<file path="config.mk">
export PLATFORM = sky130hd
export DESIGN_NAME = irq_ctrl
export DESIGN_NICKNAME = d
export VERILOG_FILES = /design/src/rtl/irq_ctrl.sv
export SDC_FILE = /design/constraint.sdc
export NUM_CORES = 1
export LEC_CHECK = 0
export ABC_AREA = 1
export BUFFER_PORTS_ARGS = -buffer_cell sky130_fd_sc_hd__buf_2
export CAP_MARGIN = 20
export CORE_MARGIN = 3
export CORE_UTILIZATION = 37
export CTS_CLUSTER_SIZE = 24
export DETAILED_ROUTE_END_ITERATION = 10
export GPL_TIMING_DRIVEN = 0
export PLACE_DENSITY = 0.67
export REMOVE_ABC_BUFFERS = 1
export SYNTH_ARGS = -nofsm -noshare
export SYNTH_HDL_FRONTEND = slang
export SYNTH_SLANG_ARGS = --single-unit
</file>
<file path="constraint.sdc">
create_clock -name clk -period 2.8 [get_ports clk]
set_input_delay 0.56 -clock clk [delete_from_list [all_inputs] [get_ports clk]]
set_output_delay 0.56 -clock clk [all_outputs]
set_load 0.01 [all_outputs]
</file>
<file path="src/rtl/irq_ctrl.sv">
// Interrupt entry/return sequencer: shadows the status register on entry,
// forces supervisor mode with interrupts masked, and restores the shadow on rti.
package irq_ctrl_pkg;
    typedef enum logic {USER = 1'b0, SUPERVISOR = 1'b1} cpu_mode_e;

    typedef struct packed {
        logic [3:0] alu_status;
        logic       imask;
        cpu_mode_e  mode;
    } status_t;
endpackage

module irq_ctrl
    import irq_ctrl_pkg::*;
(
    input  logic       clk,
    input  logic       rst,
    input  status_t    status,
    input  logic       irq,
    input  logic       swi,
    input  logic       rti,
    input  logic       ready,
    output cpu_mode_e  mode_in,
    output logic       ld_mode,
    output logic       imask_in,
    output logic       ld_imask,
    output logic [5:0] status_out,
    output logic       ld_status,
    output status_t    saved_status,
    output logic       saved_valid,
    output logic       vector_req,
    output logic [1:0] cause,
    output logic       busy,
    output logic       fault
);

    typedef enum logic [2:0] {IDLE, SAVE, ENTER, ACK, RESTORE} state_e;

    state_e     state;
    state_e     state_next;
    logic [1:0] cause_next;
    logic       fault_next;

    assign mode_in  = SUPERVISOR;
    assign imask_in = 1'b1;

    // In IDLE, rti outranks every entry request; illegal rti/swi only raise fault.
    always_comb begin
        state_next = state;
        cause_next = cause;
        fault_next = 1'b0;
        ld_mode    = 1'b0;
        ld_imask   = 1'b0;
        ld_status  = 1'b0;
        vector_req = 1'b0;
        status_out = 6'b0;
        busy       = (state != IDLE);
        case (state)
            IDLE: begin
                if (rti) begin
                    if (saved_valid && status.mode == SUPERVISOR)
                        state_next = RESTORE;
                    else
                        fault_next = 1'b1;
                end else if (swi && saved_valid) begin
                    fault_next = 1'b1;
                end else if (ready && !saved_valid) begin
                    if (swi) begin
                        state_next = SAVE;
                        cause_next = 2'b10;
                    end else if (irq && !status.imask) begin
                        state_next = SAVE;
                        cause_next = 2'b01;
                    end
                end
            end
            SAVE: begin
                state_next = ENTER;
            end
            ENTER: begin
                ld_mode    = 1'b1;
                ld_imask   = 1'b1;
                state_next = ACK;
            end
            ACK: begin
                vector_req = 1'b1;
                cause_next = 2'b00;
                state_next = IDLE;
            end
            RESTORE: begin
                ld_status  = 1'b1;
                status_out = saved_status;
                state_next = IDLE;
            end
            default: begin
                state_next = IDLE;
            end
        endcase
    end

    // Fault is registered so it appears as a clean pulse while the FSM stays idle.
    always_ff @(posedge clk or posedge rst) begin
        if (rst) begin
            state        <= IDLE;
            saved_status <= '0;
            saved_valid  <= 1'b0;
            cause        <= 2'b00;
            fault        <= 1'b0;
        end else begin
            state <= state_next;
            cause <= cause_next;
            fault <= fault_next;
            if (state == SAVE) begin
                saved_status <= status;
                saved_valid  <= 1'b1;
            end else if (state == RESTORE) begin
                saved_valid  <= 1'b0;
            end
        end
    end

endmodule

</file>
==> summary.md <==
| Metric | Value |
|---|---|
| Synth top area cells | `dfrtp_1 45%, nand2_1 8.4%, inv_1 7.8%, nor2_1 7.8%, a21oi_2 6.1%` |
| Fin Hold WS | `0.2871 ns` |
| Sw Pwr | `412.5 µW` |
| Site Rows | `15` |
| Post-synth EDFFs | `0` |
| # DRC | `0` |
| Fillcell total | `184` |
| Avg Cell Area, Syn | `8.070 µm²` |
| Post-Syn Area | `718.2 µm²` |
| Top cells by count, synth | `16 x nand2_1, 15 x inv_1, 15 x nor2_1, 13 x dfrtp_1, 6 x nand3_1` |
| Crit path DAT | `1.44 ns` |
| Clock Path Buffers | `2` |
| Root buffer cell | `clkbuf_4` |
| Final WL | `1407 µm` |
| Crit path max fanout | `7` |
| CP top delay family | `flip-flops` |
| Clock-pin transition on the worst setup and hold timing paths | `0.08 ns` |
| Crit path required time | `2.24 ns` |
| Critical path buffer and inverter count | `2` |
| Dpl ws | `1.109 ns` |
| Via density per instance | `4.265` |
| Die Height | `50.06 µm` |
| Peak supply drop | `0.4325 mV` |
| Crit share post-route | `71.32%` |
| Layout cells sized above 1 | `40.16%` |
| Pwr/cell area | `1022 nW/µm²` |
| First-pass GRT wire length | `2463 µm` |
| Syn-to-layout area delta | `26.13%` |
| Clk sinks | `13` |
| Worst setup margin | `0.8029 ns` |
| GRT Overall Usage | `13.22%` |
| ANT cells | `0` |
| Total CTS buffers | `3` |
| Iter 0 DRT Violations | `8` |
| DRT Pass-1 Iters | `4` |
| Leak Pwr | `0.0005405 µW` |
| Via count | `627` |
| CP endpoint kind | `output pin` |
| RSZ-0062 raised after global routing | `no` |
| Global route overflow | `0` |
| Initial Utilization | `40.28%` |
| Share of the yosys chip area belonging to registers | `45.30%` |
| Largest net degree at the start of global routing | `15` |
| Sequential Power Share | `36.1%` |
| H-tree depth | `1` |
| Crit-path max cell delay | `0.47 ns` |
| CTS tree | `done` |
| Antenna violations before repair | `0` |
| Cell chain of the critical path | `nor3_2, inv_1, nor2_1, buf_2` |
| IO Pins | `35` |
| Top-area cell type share of the netlist area | `45.30%` |
| GPL Wtd Cong | `0.7779` |
| Combinational share of power | `51.5%` |
| Final-report hold violation count | `0` |
| Worst Path Class, Setup | `register to output pin` |
| Number of max-cap violations | `0` |
| Fmax | `0.5007 GHz` |
| Post-DP HPWL | `1150 µm` |
| Period minus WS final | `1.997 ns` |
| Post-Route Utilization | `50.81%` |
| DR WL/cell | `9.571 µm` |
| Post-CTS Hold Buffers | `0` |
| Internal | `512.9 µW` |
| Die ar. | `2506 µm²` |
| CP Launch Type | `register` |
| Post-synth ARST share | `100.0%` |
| Setup bufs post-CTS | `0` |
| NumNets Final | `135` |
| Worst hold path type | `input port to async pin` |
| Critical path's slowest cell | `dfrtp_1` |
| Top-count cell post-synth | `nand2_1` |
| Final setup TNS | `0 ns` |
| FF+latch count, synth | `13` |
| Leading area contributor after synthesis | `dfrtp_1` |
| Final setup vio count | `0` |
| Synth Flop Type | `dfrtp_1` |
| Yosys Warn Count | `0` |
| Post-Syn Instances | `89` |
| Vias in the first global route | `582` |
| Switch share | `44.57%` |
| Total core area | `1783 µm²` |
| Fin. max-slew vios | `0` |
| Netlist cell types | `21` |
| I/O Buffers | `32` |
| Resize count post-CTS | `0` |
| Clock power frac | `12.4%` |
| Clock Skew | `0.002650 ns` |
| Clk_lat worst skew | `0.27 ns` |
| Chip width | `50.06 µm` |
| Power consumption | `925.4 µW` |
| Status | `finished clean` |
| Post-DRT Antenna Nets | `0` |
-- kinds of logic (layout without fill, tap and decap cells) --
group	after synthesis	in the layout	synth area share, %
compound gates	8	8	8.186
buf+inv	21	53	13.94
simple gates	46	46	32.06
other cells	1	2	0.5221
flops	13	13	45.30
-- sequential cells by signal, summed over array words and instances, names as in the netlist --
signal        count
saved_valid       1
fault             1
saved_status      6
state             3
cause             2
-- cells in the final DEF (no fill, tap or decap) --
master and count:
a21oi_2 5, dfrtp_1 13, nand2_1 16, o21ai_1 1, nor2_1 15, nor2_2 1
conb_1 2, nand3_1 6, inv_1 15, nor3_1 2, nand3_4 1, inv_2 1
nand2_4 2, clkbuf_4 3, nor2_4 1, buf_2 32, o21ai_0 1, clkbuf_1 1
nand2_2 1, nor3_2 1, inv_4 1, a21oi_1 1
-- worst paths after layout --
path / from / end / slack [ns] / depth (start not counted)
min in group clk: cause[0] / cause[0] / 0.47 / 2
hold / removal: rst / saved_status[3] / 0.29 / 2
setup / recovery: state[0] / status_out[0] / 0.80 / 4
hold reg to reg: cause[0] / cause[0] / 0.47 / 2
setup reg to reg: state[0] / cause[1] / 1.67 / 6
max in group asynchronous: rst / state[0] / 2.19 / 2
-- power by group through the flow --
stage / Clock (µW) / Combinational, µW / Sequential [µW]
after floorplan: 0 / 297 / 368
after global placement: 0 / 476 / 336
after detailed placement: 0 / 484 / 338
after CTS: 121 / 486 / 335
after global routing: 129 / 538 / 347
final: 115 / 476 / 334
-- per-layer routing --
layer	routed length [µm]	GRT usage [%]	vias up
met2	634	19.35	23
met5	0	0	-
met1	618	16.20	271
met4	53	11.06	0
met3	100	3.021	4
li1	-	-	329
-- stage by stage --
step                cells  area [µm²]
floorplan              86       688.2
global placement      143       879.6
detailed placement    143       879.6
CTS                   147       905.9
global route          147       905.9
finish                147       905.9
-- worst reg2reg max path, cell delays in order (launching register included) --
cell and delay [ns]:
dfrtp_1 0.47, nor2_4 0.19, nand3_1 0.09, nand2_1 0.11, nand2_2 0.07, nand2_1 0.05
nand2_1 0.04
-- area by class of cell --
type,count,area (µm²),share of cell area [%]
well taps,25,31.28,3.453
multi-input cells,56,296.5,32.73
clock buffers,4,26.28,2.901
repair buffers,32,160.2,17.68
inverters,17,66.31,7.320
flip-flops and latches,13,325.3,35.91
Note: power is estimated with default switching activity, not from simulation.
